==> config.mk <==
export PLATFORM = sky130hd
export DESIGN_NAME = fifo_uart_tx
export DESIGN_NICKNAME = d
export VERILOG_FILES = /design/src/rtl/fifo_uart_pkg.sv /design/src/rtl/uart_baud_counter.sv /design/src/rtl/fifo_uart_tx.sv
export SDC_FILE = /design/constraint.sdc
export NUM_CORES = 1
export LEC_CHECK = 0
export CAP_MARGIN = 10
export CORE_UTILIZATION = 45
export CTS_CLUSTER_SIZE = 28
export DETAILED_ROUTE_END_ITERATION = 8
export MAX_ROUTING_LAYER = met4
export PLACE_DENSITY = 0.73
export SLEW_MARGIN = 20
export SYNTH_ARGS = -nofsm -noshare
export SYNTH_HDL_FRONTEND = slang
export SYNTH_SLANG_ARGS = --single-unit
==> constraint.sdc <==
create_clock -name clock -period 1.7 [get_ports clock]
set_input_delay 0.34 -clock clock [delete_from_list [all_inputs] [get_ports clock]]
set_output_delay 0.34 -clock clock [all_outputs]
set_load 0.005 [all_outputs]
==> src/rtl/fifo_uart_pkg.sv <==
// Shared types and constants for the FIFO-drain UART transmitter.
package fifo_uart_pkg;

  localparam int DATA_W          = 8;
  localparam int UART_FRAME_BITS = 10;

  typedef enum logic [2:0] {
    IDLE,
    RD_REQ,
    RD_WAIT,
    START,
    DATA,
    STOP
  } tx_state_t;

endpackage

==> src/rtl/uart_baud_counter.sv <==
// Bit-period counter: counts 0..CLKS_PER_BIT-1 and flags the last cycle of each bit.
module uart_baud_counter #(
  parameter int CLKS_PER_BIT = 16
) (
  input  logic clock,
  input  logic rst_n,
  input  logic clear,
  output logic bit_end
);

  localparam int CNT_W = (CLKS_PER_BIT > 1) ? $clog2(CLKS_PER_BIT) : 1;

  logic [CNT_W-1:0] cnt_q;
  logic [CNT_W-1:0] cnt_d;

  always_comb begin
    bit_end = (cnt_q == CNT_W'(CLKS_PER_BIT - 1));
    cnt_d   = cnt_q + CNT_W'(1);
    if (clear || bit_end) begin
      cnt_d = '0;
    end
  end

  always_ff @(posedge clock) begin
    if (!rst_n) begin
      cnt_q <= '0;
    end else begin
      cnt_q <= cnt_d;
    end
  end

endmodule

==> src/rtl/fifo_uart_tx.sv <==
// Pops bytes from the synchronous FIFO read port and sends each as a UART 8N1 frame.
module fifo_uart_tx
  import fifo_uart_pkg::*;
#(
  parameter int CLKS_PER_BIT = 16,
  parameter int DATA_W       = fifo_uart_pkg::DATA_W
) (
  input  logic              clock,
  input  logic              rst_n,
  input  logic              enable,
  input  logic              fifo_empty,
  input  logic [DATA_W-1:0] fifo_data,
  output logic              fifo_rd,
  output logic              tx,
  output logic              busy,
  output logic              tx_done,
  output tx_state_t         state_dbg
);

  // Last data-bit index: frame bits minus start, stop, and the zero-based offset.
  localparam logic [2:0] LAST_BIT = 3'(UART_FRAME_BITS - 3);

  tx_state_t         state_q, state_d;
  logic              fifo_rd_q, fifo_rd_d;
  logic              tx_q, tx_d;
  logic [DATA_W-1:0] shift_q, shift_d;
  logic [2:0]        bit_idx_q, bit_idx_d;
  logic              baud_clear;
  logic              bit_end;

  uart_baud_counter #(
    .CLKS_PER_BIT(CLKS_PER_BIT)
  ) u_baud (
    .clock  (clock),
    .rst_n  (rst_n),
    .clear  (baud_clear),
    .bit_end(bit_end)
  );

  // FIFO read handshake: fifo_rd is a one-clock strobe raised only from IDLE
  // with fifo_empty low; the FIFO samples it on the following edge and drives
  // fifo_data after that edge, so the byte is captured in RD_WAIT.
  always_comb begin
    state_d    = state_q;
    fifo_rd_d  = 1'b0;
    tx_d       = tx_q;
    shift_d    = shift_q;
    bit_idx_d  = bit_idx_q;
    baud_clear = 1'b1;
    case (state_q)
      IDLE: begin
        tx_d = 1'b1;
        if (enable && !fifo_empty) begin
          fifo_rd_d = 1'b1;
          state_d   = RD_REQ;
        end
      end
      RD_REQ: begin
        state_d = RD_WAIT;
      end
      RD_WAIT: begin
        shift_d   = fifo_data;
        tx_d      = 1'b0;
        bit_idx_d = '0;
        state_d   = START;
      end
      START: begin
        baud_clear = 1'b0;
        if (bit_end) begin
          tx_d    = shift_q[0];
          shift_d = shift_q >> 1;
          state_d = DATA;
        end
      end
      DATA: begin
        baud_clear = 1'b0;
        if (bit_end) begin
          if (bit_idx_q == LAST_BIT) begin
            tx_d    = 1'b1;
            state_d = STOP;
          end else begin
            tx_d      = shift_q[0];
            shift_d   = shift_q >> 1;
            bit_idx_d = bit_idx_q + 3'd1;
          end
        end
      end
      STOP: begin
        baud_clear = 1'b0;
        if (bit_end) begin
          state_d = IDLE;
        end
      end
      default: begin
        state_d = IDLE;
      end
    endcase
  end

  always_ff @(posedge clock) begin
    if (!rst_n) begin
      state_q   <= IDLE;
      fifo_rd_q <= 1'b0;
      tx_q      <= 1'b1;
      shift_q   <= '0;
      bit_idx_q <= '0;
    end else begin
      state_q   <= state_d;
      fifo_rd_q <= fifo_rd_d;
      tx_q      <= tx_d;
      shift_q   <= shift_d;
      bit_idx_q <= bit_idx_d;
    end
  end

  assign fifo_rd   = fifo_rd_q;
  assign tx        = tx_q;
  assign busy      = (state_q != IDLE);
  assign tx_done   = (state_q == STOP) && bit_end;
  assign state_dbg = state_q;

endmodule

==> impl_results.rst, run 1 <==
.. list-table::
   :header-rows: 1

   * - Metric
     - Value
   * - Run status
     - finished clean
   * - Slew at the pin closest to its max-slew limit
     - 0.459 ns
   * - Clk Latency, worst-skew pair
     - 0.30 ns
   * - All-layer global routing usage
     - 20.2%
   * - Critical Path Start Type
     - flop
   * - Largest driver fanout on the critical path
     - 2
   * - Relative max-transition margin
     - between 60% and 70%
   * - Critical path data required time
     - 1.36 ns
   * - Setup violations, final
     - 0
   * - Fin cells
     - 170
   * - Most area-consuming cells after synthesis
     - sky130_fd_sc_hd__dfxtp_1 (38%), sky130_fd_sc_hd__mux2i_1 (9.6%), sky130_fd_sc_hd__o31ai_1 (5.0%)
   * - CTS clock-pin slew for the worst setup and hold paths
     - 0.12 ns
   * - Total CTS buffers
     - 3
   * - Synthesis-to-layout area growth
     - 38.4%
   * - Final critical delay including setup and external delays
     - 1.68 ns
   * - Number of nets in the layout
     - 158
   * - Root Buffer Master
     - sky130_fd_sc_hd__clkbuf_4
   * - Register bit total from synthesis
     - 20
   * - Final-layout fill cell count
     - 187
   * - Number of cells on the worst reg-to-reg path
     - 7
   * - Crit. End Element
     - output port
   * - Clock tree from TritonCTS
     - done
   * - Sequential element share of the synthesized area
     - between 30% and 40%
   * - Number of antenna violations at the first check in global routing
     - 0
   * - Hold Vio Cnt, Final
     - 0
   * - Worst setup startpoint
     - u_baud.cnt_q[0]
   * - End of the worst register-to-register path
     - shift_q[1]
   * - Highest achievable clock rate
     - about 600 MHz
   * - Number of vias after detailed routing
     - ~920
   * - Fraction of registers with async set/reset
     - 0%
   * - Class of the most critical setup path
     - flop to output port
   * - Detailed-router iteration count before antenna repair
     - 4
   * - Most frequent cell after synthesis
     - sky130_fd_sc_hd__dfxtp_1
   * - Total standard cell area after synthesis
     - about 1000 sq um
   * - Synth unique cells
     - 35
   * - Count of hold buffers inserted by post-cts repair
     - 0
   * - Post-route ant nets
     - 0
   * - Cell type with the highest aggregate area in the netlist
     - sky130_fd_sc_hd__dfxtp_1
   * - Maximum buffer depth of the clock tree
     - 2
   * - Post-synth top cells
     - sky130_fd_sc_hd__dfxtp_1 (20), sky130_fd_sc_hd__mux2i_1 (10), sky130_fd_sc_hd__a21oi_1 (8), sky130_fd_sc_hd__nor2_1 (8)
   * - Placed insts
     - roughly 160
   * - Hold_ws
     - around 0.48 ns
   * - Most instantiated flip-flop cell in the synthesis netlist
     - sky130_fd_sc_hd__dfxtp_1
   * - Vias in the first global route
     - approximately 900
   * - Share of final-layout standard cells stronger than drive strength 1
     - 26.8%
   * - Class of the tightest hold or removal check
     - flop to flop
   * - Post-Synthesis Cells
     - 112
   * - Worst voltage drop across the vdd grid
     - 0.000505 V
   * - Data arrival at the endpoint of the critical path
     - 1.34 ns
   * - Setup repair after global routing missed its margin
     - yes
   * - Congestion Overflow GR
     - 0
   * - Count of input and output buffers
     - 18
   * - Floorplan die width
     - between 50 and 60 um
   * - Diodes inserted
     - 0
   * - Worst hold path startpoint
     - shift_q[7]
   * - Tcrit/Tclk final
     - 98.9%
   * - Wire length of the first global-routing pass
     - 3780 um
   * - Number of nets produced by synthesis
     - 127
   * - Slack of the worst reg-to-reg path
     - approximately 0.070 ns
   * - Post-Route WL
     - 2190 um
   * - Count of flip-flops with a built-in enable after synthesis
     - 0
   * - Final routed wire length divided by cell count
     - 12.9 um
   * - Final slew viol count
     - 0
   * - Pwr/cell area
     - between 700 and 800 nW/um^2
   * - Worst Skew
     - 0.0152 ns
   * - Io pins
     - 19
   * - Largest net degree at the start of global routing
     - 13
   * - Max_cap viols
     - 0
   * - Overall die area
     - 2520 sq um
   * - Global placement routability congestion
     - between 0.9 and 1
   * - H-tree levels
     - 1
   * - Number of vias per cell
     - 5.40
   * - Die height
     - ~50 um
   * - Leakage power summed over all cells
     - 0.618 nW
   * - Average footprint of a synthesized cell
     - 9.34 sq um
   * - Detailed router's first-iteration violation count
     - 5
   * - DRC violation count after routing
     - 0
   * - Total number of placement rows
     - 17
   * - Final HPWL from detailed placement
     - roughly 1600 um
   * - Portion of synthesized cell area occupied by the leading cell type
     - a little under two fifths
   * - Critical Path Sink
     - tx_done
   * - Core ar.
     - 2190 sq um
   * - Yosys warns
     - 0
   * - Starting Density
     - 47.7%
   * - Reg-to-Reg Start
     - state_dbg[0]
   * - Total number of clock tree sinks
     - 20
## worst min path at each step
stage,end,slack [ns],depth (start not counted)
finish,shift_q[7],0.48,2
global route,shift_q[7],0.50,2
CTS,shift_q[7],0.48,2
detailed placement,shift_q[7],0.46,2
global placement,shift_q[7],0.45,2
floorplan,u_baud.cnt_q[0],0.42,1
## state kept, by name (all words and copies together), names as in the netlist
signal and flops:
bit_idx_q 3, fifo_rd 1, shift_q 8, state_dbg 3, tx 1, u_baud.cnt_q 4
## report_power, final
group	internal (mW)	switching, mW
Sequential	0.497	0.0158
Combinational	0.123	0.0930
Clock	0.238	0.147
Total	0.858	0.256
## metal layers
| metal | global-route usage, % | routed length (um) | vias up |
|---|---|---|---|
| met5 | - | 0 | - |
| met4 | 10.0 | 37 | 0 |
| met3 | 2.73 | 76 | 4 |
| met2 | 36.0 | 1100 | 18 |
| met1 | 21.7 | 968 | 433 |
| li1 | - | - | 463 |
## cells in the final DEF, fill, tap and decap left out, types with 2 or more instances in the layout
master / n
sky130_fd_sc_hd__ha_1: 2
sky130_fd_sc_hd__buf_4: 16
sky130_fd_sc_hd__and3_4: 2
sky130_fd_sc_hd__nand2b_1: 4
sky130_fd_sc_hd__nand3_1: 6
sky130_fd_sc_hd__clkdlybuf4s50_1: 14
sky130_fd_sc_hd__mux2i_1: 10
sky130_fd_sc_hd__o21ai_0: 3
sky130_fd_sc_hd__nand2b_4: 2
sky130_fd_sc_hd__dfxtp_2: 2
sky130_fd_sc_hd__dfxtp_1: 15
sky130_fd_sc_hd__nor2b_1: 3
sky130_fd_sc_hd__inv_1: 2
sky130_fd_sc_hd__nand2_1: 4
sky130_fd_sc_hd__o31ai_1: 7
sky130_fd_sc_hd__buf_6: 2
sky130_fd_sc_hd__a21boi_1: 2
sky130_fd_sc_hd__dfxtp_4: 3
sky130_fd_sc_hd__clkbuf_4: 3
sky130_fd_sc_hd__dlymetal6s2s_1: 2
sky130_fd_sc_hd__a21oi_1: 8
sky130_fd_sc_hd__nor2_1: 8
## critical path: stages, from the launching register on
cell                      delay (ns)
sky130_fd_sc_hd__dfxtp_2        0.37
sky130_fd_sc_hd__ha_4           0.13
sky130_fd_sc_hd__and3_4         0.16
sky130_fd_sc_hd__and2_4         0.13
sky130_fd_sc_hd__and3_4         0.17
sky130_fd_sc_hd__buf_6          0.08
## through the flow
step | total power [mW] | utilization, % | setup WS (ns) | instance area (sq um) | setup TNS (ns)
final | 1.11 | 66.1 | 0.0190 | 1450 | 0
after CTS | 1.12 | 64.4 | -0.0364 | 1410 | -0.0364
after floorplan | 0.646 | - | 0.0833 | 1050 | 0
after global placement | 0.721 | 59.6 | -0.0382 | 1310 | -0.0382
after global routing | 1.17 | 66.1 | -0.0503 | 1450 | -0.0540
after detailed placement | 0.726 | 59.6 | -0.0685 | 1310 | -0.430
## cell families (layout without fill, tap and decap cells)
kind of cell	after synthesis	count (layout)	share of synthesized area [%]
simple gates	39	39	20.5
compound gates	27	27	19.9
flops	20	20	38.3
buf+inv	11	41	6.58
mux	10	10	9.57
fa+ha+maj	3	3	3.59
xor+xnor	2	2	1.67
## cell type report
cell class | count | area (sq um) | area share (%)
multi-input cells | 81 | 622 | 43.0
clock buffers | 3 | 22.5 | 1.56
repair buffers | 35 | 317 | 21.9
well taps | 28 | 35.0 | 2.42
flip-flops and latches | 20 | 414 | 28.6
clock inverters | 1 | 30.0 | 2.07
inverters | 2 | 7.51 | 0.519
## timing repair
item | 4_1_cts | 5_1_grt
gates resized for setup | 17 | 9
endpoints found under the setup margin | 11 | 13
setup buffers | 3 | 0
pin swaps | 1 | 3
Power figures use the tool's default switching activity.
==> run 2: changes to the inputs <==
Settings changed: CORE_UTILIZATION 45 to 50, PLACE_DENSITY 0.73 to 0.77.
Clock period 1.7 ns to 1.8 ns, I/O delays scaled along.
==> run 2 against run 1 <==
  * Core utilization is 5.3 points higher
  * Highest routed layer unchanged
  * Die area is 9.6% lower
  * Total power is 15% lower
  * Setup slack better by 0.048 ns
  * Combinational power is 8% lower
==> impl_results.rst, run 2 (synthesized netlist as in run 1, its figures left out) <==
.. list-table::
   :header-rows: 1

   * - Metric
     - Value
   * - Die height
     - 47.7 um (-4.9%)
   * - Total number of clock tree sinks
     - 20 (unchanged)
   * - Worst-case setup slack after placement
     - -0.0358 ns (+0.0327 ns)
   * - Count of hold buffers inserted by post-cts repair
     - 0 (unchanged)
   * - Clk Latency, worst-skew pair
     - 0.30 ns (about the same)
   * - H-tree levels
     - 1 (unchanged)
   * - End of the worst register-to-register path
     - bit_idx_q[0]
   * - Fin cells
     - 169 (-0.59%)
   * - Critical Path Sink
     - tx_done
   * - Synthesis-to-layout area growth
     - 33.9%
   * - Setup repair after global routing missed its margin
     - no
   * - Post-DP Area
     - 1280 sq um (-1.8%)
   * - Congestion Overflow GR
     - 0 (unchanged)
   * - Detailed router's first-iteration violation count
     - 14 (+9)
   * - Total CTS buffers
     - 3 (unchanged)
   * - Clock tree from TritonCTS
     - done
   * - Root Buffer Master
     - sky130_fd_sc_hd__clkbuf_4
   * - Vias in the first global route
     - 806 (-11%)
   * - Final-layout fill cell count
     - 168 (-10%)
   * - Class of the tightest hold or removal check
     - flop to flop
   * - Diodes inserted
     - 0 (unchanged)
   * - Number of nets in the layout
     - 158 (unchanged)
   * - Final setup margin
     - 0.0675 ns (+0.0485 ns)
   * - Max FFs per register
     - 8 (unchanged)
   * - Largest registers
     - shift_q (8), u_baud.cnt_q (4)
   * - Share of final-layout standard cells stronger than drive strength 1
     - 24.6% (-2.1 points)
   * - Max_cap viols
     - 0 (unchanged)
   * - DRC violation count after routing
     - 0 (unchanged)
   * - Starting Density
     - 53.3% (+5.6 points)
   * - Worst setup startpoint
     - u_baud.cnt_q[0]
   * - Class of the most critical setup path
     - flop to output port
   * - Detailed-router iteration count before antenna repair
     - 4 (unchanged)
   * - Register cell area after layout
     - 412 sq um (-0.60%)
   * - Run status
     - finished clean
   * - Area of the multi-input gates
     - 609 sq um (-2.0%)
   * - CTS clock-pin slew for the worst setup and hold paths
     - 0.11 ns (about the same)
   * - Relative max-transition margin
     - 68.6% (-0.62 points)
   * - Worst hold path startpoint
     - shift_q[7]
   * - Count of input and output buffers
     - 18 (unchanged)
   * - Hold_ws
     - 0.469 ns (-0.0134 ns)
   * - Slew at the pin closest to its max-slew limit
     - 0.468 ns (+0.00920 ns)
   * - Most common cell after layout, fill and taps aside
     - sky130_fd_sc_hd__buf_4
   * - Wire length of the first global-routing pass
     - 3370 um (-11%)
   * - Leakage power summed over all cells
     - 0.567 nW (-8.3%)
   * - Final HPWL from detailed placement
     - 1480 um (-6.2%)
   * - Critical Path Start Type
     - flop
   * - Setup violations, final
     - 0 (unchanged)
   * - Largest driver fanout on the critical path
     - 2 (unchanged)
   * - Crit. End Element
     - output port
   * - Number of vias per cell
     - 5.38 (-0.28%)
   * - Largest net degree at the start of global routing
     - 18 (+5)
   * - Reg-to-Reg Start
     - bit_idx_q[0]
   * - Worst Skew
     - 0.00544 ns (-0.00971 ns)
   * - Total number of placement rows
     - 16 (-1)
   * - Global placement routability congestion
     - 0.827 (-9.7%)
   * - Critical path data required time
     - 1.44 ns (+0.08 ns)
   * - Most frequent cells in the layout
     - sky130_fd_sc_hd__buf_4 (17), sky130_fd_sc_hd__clkdlybuf4s50_1 (16), sky130_fd_sc_hd__dfxtp_1 (15), sky130_fd_sc_hd__mux2i_1 (10)
   * - Tcrit/Tclk final
     - a little over nine tenths
   * - Overall die area
     - 2280 sq um (-9.6%)
   * - Post-route ant nets
     - 0 (unchanged)
   * - Number of vias after detailed routing
     - 910 (-0.87%)
   * - Highest achievable clock rate
     - 577 MHz
   * - Pwr/cell area
     - 679 nW/um^2 (-12%)
   * - Largest reg by FF count
     - shift_q
   * - Core ar.
     - 1960 sq um (-10%)
   * - Data arrival at the endpoint of the critical path
     - 1.37 ns (+0.03 ns)
   * - Post-Route WL
     - 2140 um (-2.1%)
   * - Placed insts
     - 159 (-2.5%)
   * - Number of antenna violations at the first check in global routing
     - 0 (unchanged)
   * - Io pins
     - 19 (unchanged)
   * - Floorplan die width
     - 47.7 um (-4.9%)
   * - All-layer global routing usage
     - 22.1% (+1.9 points)
   * - Final critical delay including setup and external delays
     - approximately 1.7 ns
   * - Final slew viol count
     - 0 (unchanged)
   * - Final routed wire length divided by cell count
     - 12.7 um (-1.6%)
   * - Hold Vio Cnt, Final
     - 0 (unchanged)
   * - Number of cells on the worst reg-to-reg path
     - 6 (-1)
   * - Maximum buffer depth of the clock tree
     - 2 (unchanged)
   * - Post-route standard cell area excluding fillers
     - 1400 sq um (-3.3%)
   * - Worst voltage drop across the vdd grid
     - 0.000459 V (-9.2%)
   * - Slack of the worst reg-to-reg path
     - 0.09 ns (+0.02 ns)
[run 2: repair_timing]
item                       4_1_cts  5_1_grt
gates resized for setup         12        6
pin swaps                        1        1
buffers inserted                 5        1
setup endpoints to repair        9        8
[run 2: worst min path at each step]
stage               depth (start not counted)               to
floorplan                                   1  u_baud.cnt_q[0]
global placement                            1  u_baud.cnt_q[0]
detailed placement                          2       shift_q[7]
CTS                                         2       shift_q[7]
global route                                2       shift_q[7]
finish                                      2       shift_q[7]
[run 2: area by class of cell]
| type | instances | area share (%) |
|---|---|---|
| flip-flops and latches | 20 | 29.4 |
| repair buffers | 35 | 21.5 |
| clock buffers | 4 | 2.59 |
| inverters | 2 | 0.536 |
| multi-input cells | 81 | 43.5 |
| well taps | 27 | 2.41 |
[run 2: power by group]
| part | switching (mW) | internal, mW | total, mW | leakage, nW |
|---|---|---|---|---|
| Sequential | 0.0199 | 0.470 | 0.490 | 0.166 |
| Clock | 0.140 | 0.123 | 0.263 | 0.0210 |
| Combinational | 0.0831 | 0.115 | 0.198 | 0.380 |
[run 2: metal layers]
layer,wire length (um),vias up,part of all wire [%],global-route usage (%)
met5,0,-,0,-
met4,39,0,1.8,8.33
met3,88,6,4.1,4.53
met2,1080,26,50,38.4
met1,934,417,44,24.7
li1,-,461,-,-
[run 2: per-stage QoR]
stage / util (%) / TNS [ns] / total power [mW]
CTS: 69.3 / 0 / 0.959
global placement: 65.3 / 0 / 0.685
finish: 71.4 / 0 / 0.951
detailed placement: 65.3 / -0.0358 / 0.691
global route: 71.4 / 0 / 0.998
floorplan: - / 0 / 0.610
[run 2: critical path, cell delays in order (launching register included)]
cell and delay, ns:
sky130_fd_sc_hd__dfxtp_2 0.35, sky130_fd_sc_hd__ha_4 0.15, sky130_fd_sc_hd__and3_4 0.14, sky130_fd_sc_hd__and2_4 0.13
sky130_fd_sc_hd__and3_1 0.17, sky130_fd_sc_hd__buf_2 0.12
==> run 3: changes to the inputs <==
Settings changed: DONT_BUFFER_PORTS from default to 1, PLACE_DENSITY 0.77 to default.
==> run 3 against run 2 <==
  * Via count down 12%
  * Final cell count fell by 17%
  * Combinational power down 36%
  * Register-to-register slack better by 0.04 ns
  * Hold slack got worse by 0.35 ns
==> impl_results.rst, run 3 (synthesized netlist as in run 1, its figures left out) <==
.. list-table::
   :header-rows: 1

   * - Metric
     - Value
   * - Post-DP Area
     - 1060 sq um (-18%)
   * - Placed insts
     - 135 (-15%)
   * - Maximum buffer depth of the clock tree
     - 2 (unchanged)
   * - Number of nets in the layout
     - 130 (-18%)
   * - Pwr/cell area
     - 775 nW/um^2 (+14%)
   * - Detailed router's first-iteration violation count
     - 7 (-7)
   * - Most frequent cells in the layout
     - sky130_fd_sc_hd__dfxtp_1 (18), sky130_fd_sc_hd__mux2i_1 (10), sky130_fd_sc_hd__nor2_1 (8), sky130_fd_sc_hd__a21oi_1 (8)
   * - Final routed wire length divided by cell count
     - 13.3 um (+5.0%)
   * - Final HPWL from detailed placement
     - 1330 um (-9.9%)
   * - Overall die area
     - 2280 sq um (unchanged)
   * - Final slew viol count
     - 0 (unchanged)
   * - End of the worst register-to-register path
     - bit_idx_q[0]
   * - Sequential Power Share
     - 56.2% (+4.7 points)
   * - Critical Path Sink
     - tx_done
   * - Class of the most critical setup path
     - flop to output port
   * - Worst-case setup slack after placement
     - 0.105 ns (+0.141 ns)
   * - Final critical delay including setup and external delays
     - 1.73 ns (-0.00303 ns)
   * - Vias in the first global route
     - 699 (-13%)
   * - Crit. End Element
     - output port
   * - Synthesis-to-layout area growth
     - 8.13%
   * - Slew at the pin closest to its max-slew limit
     - 0.412 ns (-0.0558 ns)
   * - Largest registers
     - shift_q (8), u_baud.cnt_q (4)
   * - Cell-internal power
     - 0.657 mW (-7.3%)
   * - Most common cell after layout, fill and taps aside
     - sky130_fd_sc_hd__dfxtp_1
   * - Wire length of the first global-routing pass
     - 3050 um (-9.6%)
   * - Post-route standard cell area excluding fillers
     - 1130 sq um (-19%)
   * - Setup TNS
     - 0 ns (unchanged)
   * - Number of vias per cell
     - 5.71 (+6.0%)
   * - Tcrit/Tclk final
     - 96.1% (-0.17 points)
   * - Data arrival at the endpoint of the critical path
     - 1.37 ns (about the same)
   * - Hold_ws
     - 0.122 ns (-0.347 ns)
   * - Highest achievable clock rate
     - 578 MHz (+0.18%)
   * - Power, Total
     - 0.877 mW (-7.8%)
   * - Max FFs per register
     - 8 (unchanged)
   * - DRC violation count after routing
     - 0 (unchanged)
   * - Global placement routability congestion
     - 0.751 (-9.2%)
   * - Die height
     - 47.7 um (unchanged)
   * - Clock tree from TritonCTS
     - done
   * - Count of hold buffers inserted by post-cts repair
     - 0 (unchanged)
   * - All-layer global routing usage
     - 20.4% (-1.7 points)
   * - Largest driver fanout on the critical path
     - 4 (+2)
   * - Largest reg by FF count
     - shift_q
   * - Reg-to-Reg Start
     - bit_idx_q[0]
   * - H-tree levels
     - 1 (unchanged)
   * - Largest net degree at the start of global routing
     - 18 (unchanged)
   * - Root Buffer Master
     - sky130_fd_sc_hd__clkbuf_4
   * - Total CTS buffers
     - 3 (unchanged)
   * - Diodes inserted
     - 0 (unchanged)
   * - Detailed-router iteration count before antenna repair
     - 4 (unchanged)
   * - Number of antenna violations at the first check in global routing
     - 0 (unchanged)
   * - Utilization after layout
     - 57.7% (-14 points)
   * - Core ar.
     - 1960 sq um (unchanged)
   * - Critical Path Start Type
     - flop
   * - Count of input and output buffers
     - 0 (-18)
   * - Io pins
     - 19 (unchanged)
   * - Clk Latency, worst-skew pair
     - 0.31 ns (about the same)
   * - Leakage power summed over all cells
     - 0.436 nW (-23%)
   * - Slack of the worst reg-to-reg path
     - 0.13 ns (+0.04 ns)
   * - Starting Density
     - 53.3% (unchanged)
   * - Floorplan die width
     - 47.7 um (unchanged)
   * - Share of final-layout standard cells stronger than drive strength 1
     - 18.4% (-6.2 points)
   * - Post-Route WL
     - 1870 um (-12%)
   * - Number of vias after detailed routing
     - 805 (-12%)
   * - Worst voltage drop across the vdd grid
     - 0.000524 V (+14%)
   * - Fin cells
     - 141 (-17%)
   * - Class of the tightest hold or removal check
     - input pin to flop
   * - Congestion Overflow GR
     - 0 (unchanged)
   * - Total number of placement rows
     - 16 (unchanged)
   * - Hold Vio Cnt, Final
     - 0 (unchanged)
   * - Run status
     - finished clean
   * - Critical path data required time
     - 1.44 ns (about the same)
   * - CTS clock-pin slew for the worst setup and hold paths
     - 0.11 ns (about the same)
   * - Worst Skew
     - 0.00993 ns (+0.00449 ns)
   * - Post-route ant nets
     - 0 (unchanged)
   * - Relative max-transition margin
     - 72.4% (+3.7 points)
   * - Max_cap viols
     - 0 (unchanged)
   * - Number of cells on the worst reg-to-reg path
     - 6 (unchanged)
   * - Combinational cell fraction of total power
     - 14.5% (-6.4 points)
   * - Setup violations, final
     - 0 (unchanged)
   * - Setup repair after global routing missed its margin
     - no
   * - Switching power as a share of total power
     - 25.1% (-0.44 points)
   * - Final-layout fill cell count
     - 191 (+14%)
   * - Net Sw Power
     - 0.220 mW (-9.4%)
   * - Final setup margin
     - 0.0705 ns (+0.00303 ns)
   * - Worst setup startpoint
     - u_baud.cnt_q[0]
   * - Power share of the clock group
     - 29.3% (+1.6 points)
   * - Total number of clock tree sinks
     - 20 (unchanged)
==> run 3: cell types whose count changed in the layout (fill, tap and decap cells not counted), sizes merged <==
cell / delta
buf: -11
dlygate4sd2: -1
clkdlybuf4s50: -16
==> run 3: worst min-delay path by stage <==
stage | slack (ns) | cells after the start | start | end
after CTS | 0.11 | 1 | rst_n | tx
final | 0.12 | 1 | rst_n | tx
after global placement | 0.43 | 1 | u_baud.cnt_q[0] | u_baud.cnt_q[0]
after detailed placement | 0.44 | 1 | u_baud.cnt_q[0] | u_baud.cnt_q[0]
after global routing | 0.11 | 1 | rst_n | tx
after floorplan | 0.42 | 1 | u_baud.cnt_q[0] | u_baud.cnt_q[0]
==> run 3: metal layers <==
metal	GRT usage, %	vias to the layer above	part of all wire [%]
li1	-	408	-
met4	6.67	0	1.2
met5	-	-	0
met2	30.8	16	46
met3	8.68	5	5.3
met1	24.3	376	47
==> run 3: worst max-delay path: stages, from the launching register on <==
cell	delay, ns
sky130_fd_sc_hd__dfxtp_2	0.35
sky130_fd_sc_hd__ha_2	0.20
sky130_fd_sc_hd__and3_4	0.19
sky130_fd_sc_hd__and2_4	0.15
sky130_fd_sc_hd__and3_1	0.17
==> run 3: power groups by stage <==
stage	registers (mW)	logic (mW)	clock network, mW
floorplan	0.493	0.117	0
global placement	0.503	0.123	0
detailed placement	0.503	0.124	0
CTS	0.493	0.124	0.272
global route	0.498	0.141	0.291
finish	0.492	0.127	0.257
==> run 3: area by class of cell <==
| cell class | instances | area [sq um] | area share (%) |
|---|---|---|---|
| multi-input cells | 81 | 594 | 52.5 |
| well taps | 27 | 33.8 | 2.99 |
| inverters | 2 | 7.51 | 0.664 |
| repair buffers | 7 | 56.3 | 4.98 |
| clock buffers | 4 | 36.3 | 3.21 |
| flip-flops and latches | 20 | 403 | 35.6 |
==> run 3: repair_timing <==
action	4_1_cts	5_1_grt
setup endpoints to repair	1	8
gates resized for setup	5	4
buffers inserted	0	2
